--- config.mk ---
export PLATFORM = sky130hd
export DESIGN_NAME = pipe_stall_ctrl
export DESIGN_NICKNAME = d
export VERILOG_FILES = /design/src/rtl/pipe_stall_ctrl_pkg.sv /design/src/rtl/pipe_stall_ctrl.sv
export SDC_FILE = /design/constraint.sdc
export NUM_CORES = 1
export LEC_CHECK = 0
export CORE_MARGIN = 3
export CORE_UTILIZATION = 50
export CTS_BUF_LIST = sky130_fd_sc_hd__clkbuf_16
export CTS_CLUSTER_SIZE = 10
export DETAILED_ROUTE_END_ITERATION = 12
export PLACE_DENSITY = 0.79
export SYNTH_ARGS = -nofsm -noshare
export SYNTH_HDL_FRONTEND = slang
export SYNTH_SLANG_ARGS = --single-unit
--- constraint.sdc ---
create_clock -name clk -period 2.95 [get_ports clk]
set_clock_uncertainty 0.1 [all_clocks]
set_input_delay 0.59 -clock clk [delete_from_list [all_inputs] [get_ports clk]]
set_output_delay 0.59 -clock clk [all_outputs]
set_load 0.005 [all_outputs]
--- src/rtl/pipe_stall_ctrl_pkg.sv ---
// Shared definitions for the pipeline stall controller.
// Holds the stall bus width, the hold/release bit values, the three stall patterns
// driven onto the bus, the controller state encoding and the mul/div counter load helper.
package pipe_stall_ctrl_pkg;

  // One hold bit per stage: bit0 PC, bit1 IF/ID, bit2 ID/EX, bit3 EX/MEM, bit4 MEM/WB, bit5 WB.
  localparam int unsigned StallBus = 6;

  localparam logic Stop   = 1'b1;
  localparam logic NoStop = 1'b0;

  // No hold anywhere.
  localparam logic [StallBus-1:0] StallNone = {StallBus{NoStop}};
  // Load-use hazard: freeze PC, IF/ID and ID/EX so a bubble enters EX.
  localparam logic [StallBus-1:0] StallId   = {{3{NoStop}}, {3{Stop}}};
  // Multi-cycle EX op: additionally freeze EX/MEM; MEM and WB keep draining.
  localparam logic [StallBus-1:0] StallEx   = {{2{NoStop}}, {4{Stop}}};

  typedef enum logic [1:0] {
    StIdle   = 2'b00,
    StMdRun  = 2'b01,
    StMdDone = 2'b10
  } md_state_e;

  // Counter preload for a new mul/div: total hold is N cycles, the start cycle is one of them.
  function automatic logic [5:0] md_load_val(input logic op, input int unsigned mul_cycles,
                                             input int unsigned div_cycles);
    int unsigned n;
    n = op ? div_cycles : mul_cycles;
    return 6'(n - 1);
  endfunction

endpackage

--- src/rtl/pipe_stall_ctrl.sv ---
// Pipeline stall controller.
// Combines load-use hazard requests from ID with multi-cycle mul/div sequencing in EX and
// drives a per-stage hold bus. EX requests win over ID requests. Also keeps a saturating
// count of cycles in which any stage was held.
//
// Ports:
//   clk          rising-edge clock
//   rst          synchronous active-low reset
//   stallreq_id  load-use hazard request from ID
//   md_req       EX holds a mul/div instruction (level, held until md_done)
//   md_op        0 = multiply, 1 = divide; only looked at when md_start is high
//   stall        per-stage hold bus (see package for bit map)
//   md_start     one-cycle launch pulse for the mul/div unit
//   md_busy      high while the operation is running
//   md_done      one-cycle pulse, result valid and EX may advance
//   stall_cnt    saturating count of cycles with stall != 0
module pipe_stall_ctrl
  import pipe_stall_ctrl_pkg::*;
#(
  parameter int unsigned MUL_CYCLES = 2,
  parameter int unsigned DIV_CYCLES = 33
) (
  input  logic                clk,
  input  logic                rst,
  input  logic                stallreq_id,
  input  logic                md_req,
  input  logic                md_op,
  output logic [StallBus-1:0] stall,
  output logic                md_start,
  output logic                md_busy,
  output logic                md_done,
  output logic [15:0]         stall_cnt
);

  md_state_e   state_q, state_d;
  logic [5:0]  cnt_q, cnt_d;
  logic [5:0]  load_val;
  logic [15:0] stall_cnt_q, stall_cnt_d;

  assign load_val = md_load_val(md_op, MUL_CYCLES, DIV_CYCLES);

  always_comb begin
    state_d  = state_q;
    cnt_d    = cnt_q;
    stall    = StallNone;
    md_start = 1'b0;
    md_busy  = 1'b0;
    md_done  = 1'b0;

    unique case (state_q)
      StIdle: begin
        if (md_req) begin
          md_start = 1'b1;
          stall    = StallEx;
          cnt_d    = load_val;
          // A one-cycle op is fully covered by the start cycle itself.
          state_d  = (load_val == 6'd0) ? StMdDone : StMdRun;
        end else if (stallreq_id) begin
          stall = StallId;
        end
      end
      StMdRun: begin
        // StallEx already covers any ID hazard, so stallreq_id is not looked at here.
        stall   = StallEx;
        md_busy = 1'b1;
        cnt_d   = cnt_q - 6'd1;
        if (cnt_q <= 6'd1) begin
          state_d = StMdDone;
        end
      end
      StMdDone: begin
        // md_req is still high from the finishing instruction and must not relaunch.
        md_done = 1'b1;
        state_d = StIdle;
        if (stallreq_id) begin
          stall = StallId;
        end
      end
      default: begin
        state_d = StIdle;
      end
    endcase

    // Reset silences all outputs in the same cycle, even mid-operation.
    if (!rst) begin
      stall    = StallNone;
      md_start = 1'b0;
      md_busy  = 1'b0;
      md_done  = 1'b0;
    end
  end

  always_comb begin
    stall_cnt_d = stall_cnt_q;
    if ((stall != StallNone) && (stall_cnt_q != 16'hFFFF)) begin
      stall_cnt_d = stall_cnt_q + 16'd1;
    end
  end

  always_ff @(posedge clk) begin
    if (!rst) begin
      state_q     <= StIdle;
      cnt_q       <= 6'd0;
      stall_cnt_q <= 16'd0;
    end else begin
      state_q     <= state_d;
      cnt_q       <= cnt_d;
      stall_cnt_q <= stall_cnt_d;
    end
  end

  assign stall_cnt = stall_cnt_q;

endmodule

Word-level counts from Yosys, hierarchy flattened. Index checks and enable logic that the tools add are counted.

Bits in registers: 24. Output and inout bits: 25. Input bits: 5.

Add/subtract/negate cells: 3. $lt $le $gt $ge: 1. Eq/ne operators: 5. Reductions and logical operators: 7. Multiplexer cells: 18.

Operators by type and width (number): $mux W6 (3); $add A16 B1 Y16 const B (1); $ne A16 B16 Y1 const B (1); $pmux W4 S3 (1); $pmux W6 S2 (1); $sub A6 B1 Y6 const B (2); $mux W1 (7); $le A6 B1 Y1 const B (1); $logic_not A6 Y1 (1); $mux W2 (3); $reduce_bool A6 Y1 (1); $mux W4 (1); $ne A2 B2 Y1 const B (2); $pmux W2 S2 (1); $reduce_and A2 Y1 (2); $mux W3 (1); $eq A2 B1 Y1 const B (1); $eq A2 B2 Y1 const B (1); $logic_not A2 Y1 (1); $reduce_bool A2 Y1 (1); $logic_and A1 B1 Y1 (1).

Longest topological paths before layout.
Depth after elaboration: 6. Gate-level depth with buffers: 7. Depth with buffers taken out: 5.

Worst setup path before layout. Ideal clock, no wire load.

Path type: input port to output port. Start: input md_req. End: output stall[1]. Arrival time: 1.542 ns. Data required time: 2.260 ns. Cell stages on the path: 6. Slack: 0.718 ns. Cell sequence: o21bai_2 > a21o_1 > buf_6 > clkbuf_1 > inv_1 > buf_4.

Cells in the longest elaborated chain, start to end: 3.

Ends and longest elaborated chain: start: declaration (line pipe_stall_ctrl.sv:26) `input logic md_req,`; $mux W4 (line pipe_stall_ctrl.sv:52) `if (md_req) begin`; $pmux W4 S3 (line pipe_stall_ctrl.sv:50) `unique case (state_q)`; $mux W6 (line pipe_stall_ctrl.sv:85) `if (!rst) begin`; end: declaration (line pipe_stall_ctrl.sv:28) `output logic [StallBus-1:0] stall,`.

Every way passes these cells.

Final worst setup path.
Start: input md_req. End: output md_start.

Cells in the longest elaborated chain, start to end: 3.

Ends and longest elaborated chain: $mux W1 (line pipe_stall_ctrl.sv:52); $mux W1 (line pipe_stall_ctrl.sv:50); $mux W1 (line pipe_stall_ctrl.sv:85); end: declaration (line pipe_stall_ctrl.sv:29) `output logic md_start,`.

Every way passes these cells.

==> impl_metrics.xml <==
<?xml version="1.0" encoding="UTF-8"?>
<metrics>
  <group name="critical_path">
    <metric name="end_kind" unit="">output pin</metric>
    <metric name="critical_path.max_stage_delay" unit="ns">0.51</metric>
    <metric name="crit_fanout" unit="">2</metric>
    <metric name="crit_path_top_delay_cell" unit="">sky130_fd_sc_hd__clkdlybuf4s50_1</metric>
    <metric name="cp_cell_sequence" unit="">clkdlybuf4s50_1, or3b_2, nor2_1, clkdlybuf4s50_1</metric>
    <metric name="worst_r2r_startpoint" unit="">stall_cnt[0]</metric>
    <metric name="path_common_cell" unit="">sky130_fd_sc_hd__clkdlybuf4s50_1</metric>
    <metric name="regToRegSetupSlack" unit="ns">0.97</metric>
    <metric name="critPathRequiredTime" unit="ns">2.26</metric>
    <metric name="cp-start-kind" unit="">input port</metric>
    <metric name="critical_path_class" unit="">input port to output pin</metric>
    <metric name="worst_path_arrival" unit="ns">2.16</metric>
    <metric name="setup.worst_path.start" unit="">md_req</metric>
  </group>
  <group name="yosys">
    <metric name="yosysSeqAreaShare" unit="%">35.8</metric>
    <metric name="postSynthCellCount" unit="">163</metric>
    <metric name="synth_async_sr_flop_share" unit="%">0</metric>
    <metric name="synth-edff-count" unit="">0</metric>
    <metric name="synth_area" unit="µm²">1340</metric>
    <metric name="yosys.cell_types.count" unit="">42</metric>
    <metric name="yosys_register_bits" unit="">24</metric>
    <metric name="synthesis.area_per_instance" unit="µm²">8.24</metric>
    <metric name="yosysWarnings" unit="">0</metric>
    <metric name="top_ff_cell_synth" unit="">sky130_fd_sc_hd__dfxtp_1</metric>
  </group>
  <group name="detailed_routing">
    <metric name="route.met3.wl" unit="µm">171</metric>
    <metric name="remaining_drc_errors" unit="">0</metric>
    <metric name="via_per_inst" unit="">6.05</metric>
    <metric name="wl_met2" unit="µm">1720</metric>
    <metric name="num_vias" unit="">1338</metric>
    <metric name="highest-signal-layer" unit="">met4</metric>
    <metric name="dr.first_iter.drc_count" unit="">69</metric>
    <metric name="drt_pre_antenna_iters" unit="">4</metric>
    <metric name="avgRoutedWirePerCell" unit="µm">14.8</metric>
    <metric name="detail_route.wirelength" unit="µm">3270</metric>
    <metric name="ant_nets" unit="">0</metric>
    <metric name="detail_route.wirelength.met1" unit="µm">1340</metric>
  </group>
  <group name="timing">
    <metric name="slew-limit-headroom" unit="%">58.2</metric>
    <metric name="fin_crit" unit="ns">2.85</metric>
    <metric name="setup_viol" unit="">0</metric>
    <metric name="period_share" unit="%">96.5</metric>
    <metric name="report.final.slew_viol_count" unit="">0</metric>
    <metric name="achievable-frequency" unit="GHz">0.351</metric>
    <metric name="setup_total_negative_slack" unit="ns">0</metric>
    <metric name="worst_slew_pin_slew" unit="ns">0.617</metric>
    <metric name="final-hold-violation-count" unit="">0</metric>
    <metric name="rsz0062_at_grt" unit="">false</metric>
    <metric name="holdWs" unit="ns">0.402</metric>
  </group>
  <group name="place">
    <metric name="buffer_ports.inserted" unit="">27</metric>
    <metric name="hpwl" unit="µm">2380</metric>
    <metric name="gp_congestion" unit="">0.814</metric>
  </group>
  <group name="grt">
    <metric name="grt_pass1_wl" unit="µm">5550</metric>
    <metric name="via_count_of_the_first_global_routing_pass" unit="">1279</metric>
    <metric name="global_route.overflow_total" unit="">0</metric>
    <metric name="grt_antenna_before_repair" unit="">0</metric>
    <metric name="grt_max_degree" unit="">21</metric>
    <metric name="grt.total_usage" unit="%">21.1</metric>
  </group>
  <group name="cells_and_area">
    <metric name="area_used_by_multi_input_combinational_logic" unit="µm²">772</metric>
    <metric name="layout_common_cells" unit="">27 x sky130_fd_sc_hd__clkdlybuf4s50_1, 24 x sky130_fd_sc_hd__dfxtp_1, 15 x sky130_fd_sc_hd__a21oi_1</metric>
    <metric name="layout.area.seq" unit="µm²">480</metric>
    <metric name="final_layout_size_suffix_gt1_share" unit="%">8.90</metric>
    <metric name="flow.area_growth_from_synthesis" unit="%">30.1</metric>
    <metric name="layout.nets" unit="">200</metric>
    <metric name="n_diodes" unit="">0</metric>
    <metric name="fill_cells" unit="">217</metric>
    <metric name="layout_commonest_cell" unit="">sky130_fd_sc_hd__clkdlybuf4s50_1</metric>
  </group>
  <group name="cts">
    <metric name="clkSinkCount" unit="">24</metric>
    <metric name="cts.repair.resized" unit="">0</metric>
    <metric name="cts_hold_repair.buffers" unit="">0</metric>
    <metric name="master_cell_of_the_clock_root_buffer" unit="">sky130_fd_sc_hd__clkbuf_16</metric>
    <metric name="cts.clk_slew.worst_paths" unit="ns">0.06</metric>
    <metric name="cts_made_buffers" unit="">3</metric>
    <metric name="clk_path_buf_depth" unit="">2</metric>
    <metric name="htree_levels" unit="">1</metric>
    <metric name="clock_latency" unit="ns">0.26</metric>
    <metric name="tritoncts" unit="">yes</metric>
    <metric name="post_cts.repair.setup_buffers" unit="">0</metric>
  </group>
  <group name="floorplan">
    <metric name="floorplan.die.width" unit="µm">57.8</metric>
    <metric name="core_area" unit="µm²">2520</metric>
    <metric name="top_level_ports" unit="">30</metric>
    <metric name="die_height" unit="µm">57.8</metric>
    <metric name="row_count" unit="">18</metric>
    <metric name="start_util" unit="%">53.3</metric>
    <metric name="die-area" unit="µm²">3350</metric>
  </group>
  <group name="pwr">
    <metric name="powerDensity" unit="nW/µm²">541</metric>
    <metric name="vdd_ir_drop_max" unit="mV">0.467</metric>
    <metric name="power_leakage" unit="µW">0.000637</metric>
  </group>
  <group name="flow_run">
    <metric name="max_cap_viol_count" unit="">0</metric>
  </group>
  <group name="hold_path">
    <metric name="worst_min_delay_path_startpoint" unit="">stall_cnt[14]</metric>
    <metric name="hp-class" unit="">register to register</metric>
  </group>
  <group name="outcome">
    <metric name="status" unit="">finished clean</metric>
  </group>
</metrics>
-- synthesized netlist by cell type, types with 2 or more instances --
cell type                   n  area, µm²
sky130_fd_sc_hd__a21oi_1   15       75.1
sky130_fd_sc_hd__nand4_1    4       25.0
sky130_fd_sc_hd__nand2_1   14       52.6
sky130_fd_sc_hd__nor4_1     4       25.0
sky130_fd_sc_hd__nand3_1   10       50.1
sky130_fd_sc_hd__a211oi_1   2       15.0
sky130_fd_sc_hd__or4_1      7       52.6
sky130_fd_sc_hd__clkbuf_1   4       15.0
sky130_fd_sc_hd__nor3b_1    2       15.0
sky130_fd_sc_hd__inv_1      8       30.0
sky130_fd_sc_hd__nor2_1     8       30.0
sky130_fd_sc_hd__buf_4      4       30.0
sky130_fd_sc_hd__or2_2      2       12.5
sky130_fd_sc_hd__mux2i_1    7       70.1
sky130_fd_sc_hd__nand3b_1   2       15.0
sky130_fd_sc_hd__ha_1       3       37.5
sky130_fd_sc_hd__or3_1      2       12.5
sky130_fd_sc_hd__o21ai_0    4       20.0
sky130_fd_sc_hd__o31ai_1    6       45.0
sky130_fd_sc_hd__and3_1     2       12.5
sky130_fd_sc_hd__dfxtp_1   24        480
sky130_fd_sc_hd__and4_1     3       26.3
sky130_fd_sc_hd__nand2b_1   7       43.8
-- logic make-up after synthesis --
group / count (synthesis) / synth area share [%]
AOI/OAI and AO/OA: 35 / 16.7
adders and majority gates: 3 / 2.79
buffers and inverters: 19 / 7.08
DFF: 24 / 35.8
muxes: 8 / 6.05
other: 1 / 0.279
and+or+nand+nor: 73 / 31.4
-- sequential cells by signal, summed over array words and instances, names as in the netlist --
name	cells
cnt_q	6
stall_cnt	16
state_q	2
-- path summary, 6_finish.rpt --
path                                 endpoint  depth (start not counted)
worst max-delay path                 md_start                          4
worst min-delay path            stall_cnt[14]                          2
worst max register to register  stall_cnt[10]                          5
worst min register to register  stall_cnt[14]                          2
-- critical path: cells and delay by family --
kind	cells	cell delay, ns
buffers and inverters	2	1.00
and+or+nand+nor	2	0.57
-- final cells by class --
type,count,area share (%)
repair buffers,34,18.5
flip-flops and latches,24,27.5
multi-input cells,121,44.2
inverters,8,1.72
clock buffers,3,4.29
clock inverters,1,1.72
well taps,30,2.15
-- layer usage --
layer  vias to the layer above  track usage, %
li1                        649               -
met2                        45            37.7
met1                       638            23.6
met3                         6            3.56
met5                         -               0
met4                         0            11.3
-- through the flow --
stage	cells	total power [µW]	util, %	setup WS [ns]	cell area, µm²
2_1_floorplan	164	497	-	0.718	1350
3_3_place_gp	217	549	65.1	0.146	1640
3_5_place_dp	217	562	65.1	0.121	1640
4_1_cts	221	954	69.3	0.108	1750
5_1_grt	221	986	69.3	0.0556	1750
6_report	221	946	69.3	0.104	1750
-- power by group --
part	switching [µW]	leakage (µW)	internal, µW
Sequential	28.8	0.000195	347
Clock	121	0.0000511	270
Combinational	85.0	0.000391	94.1
Total	234	0.000637	711
(Power assumes the default switching activity.)
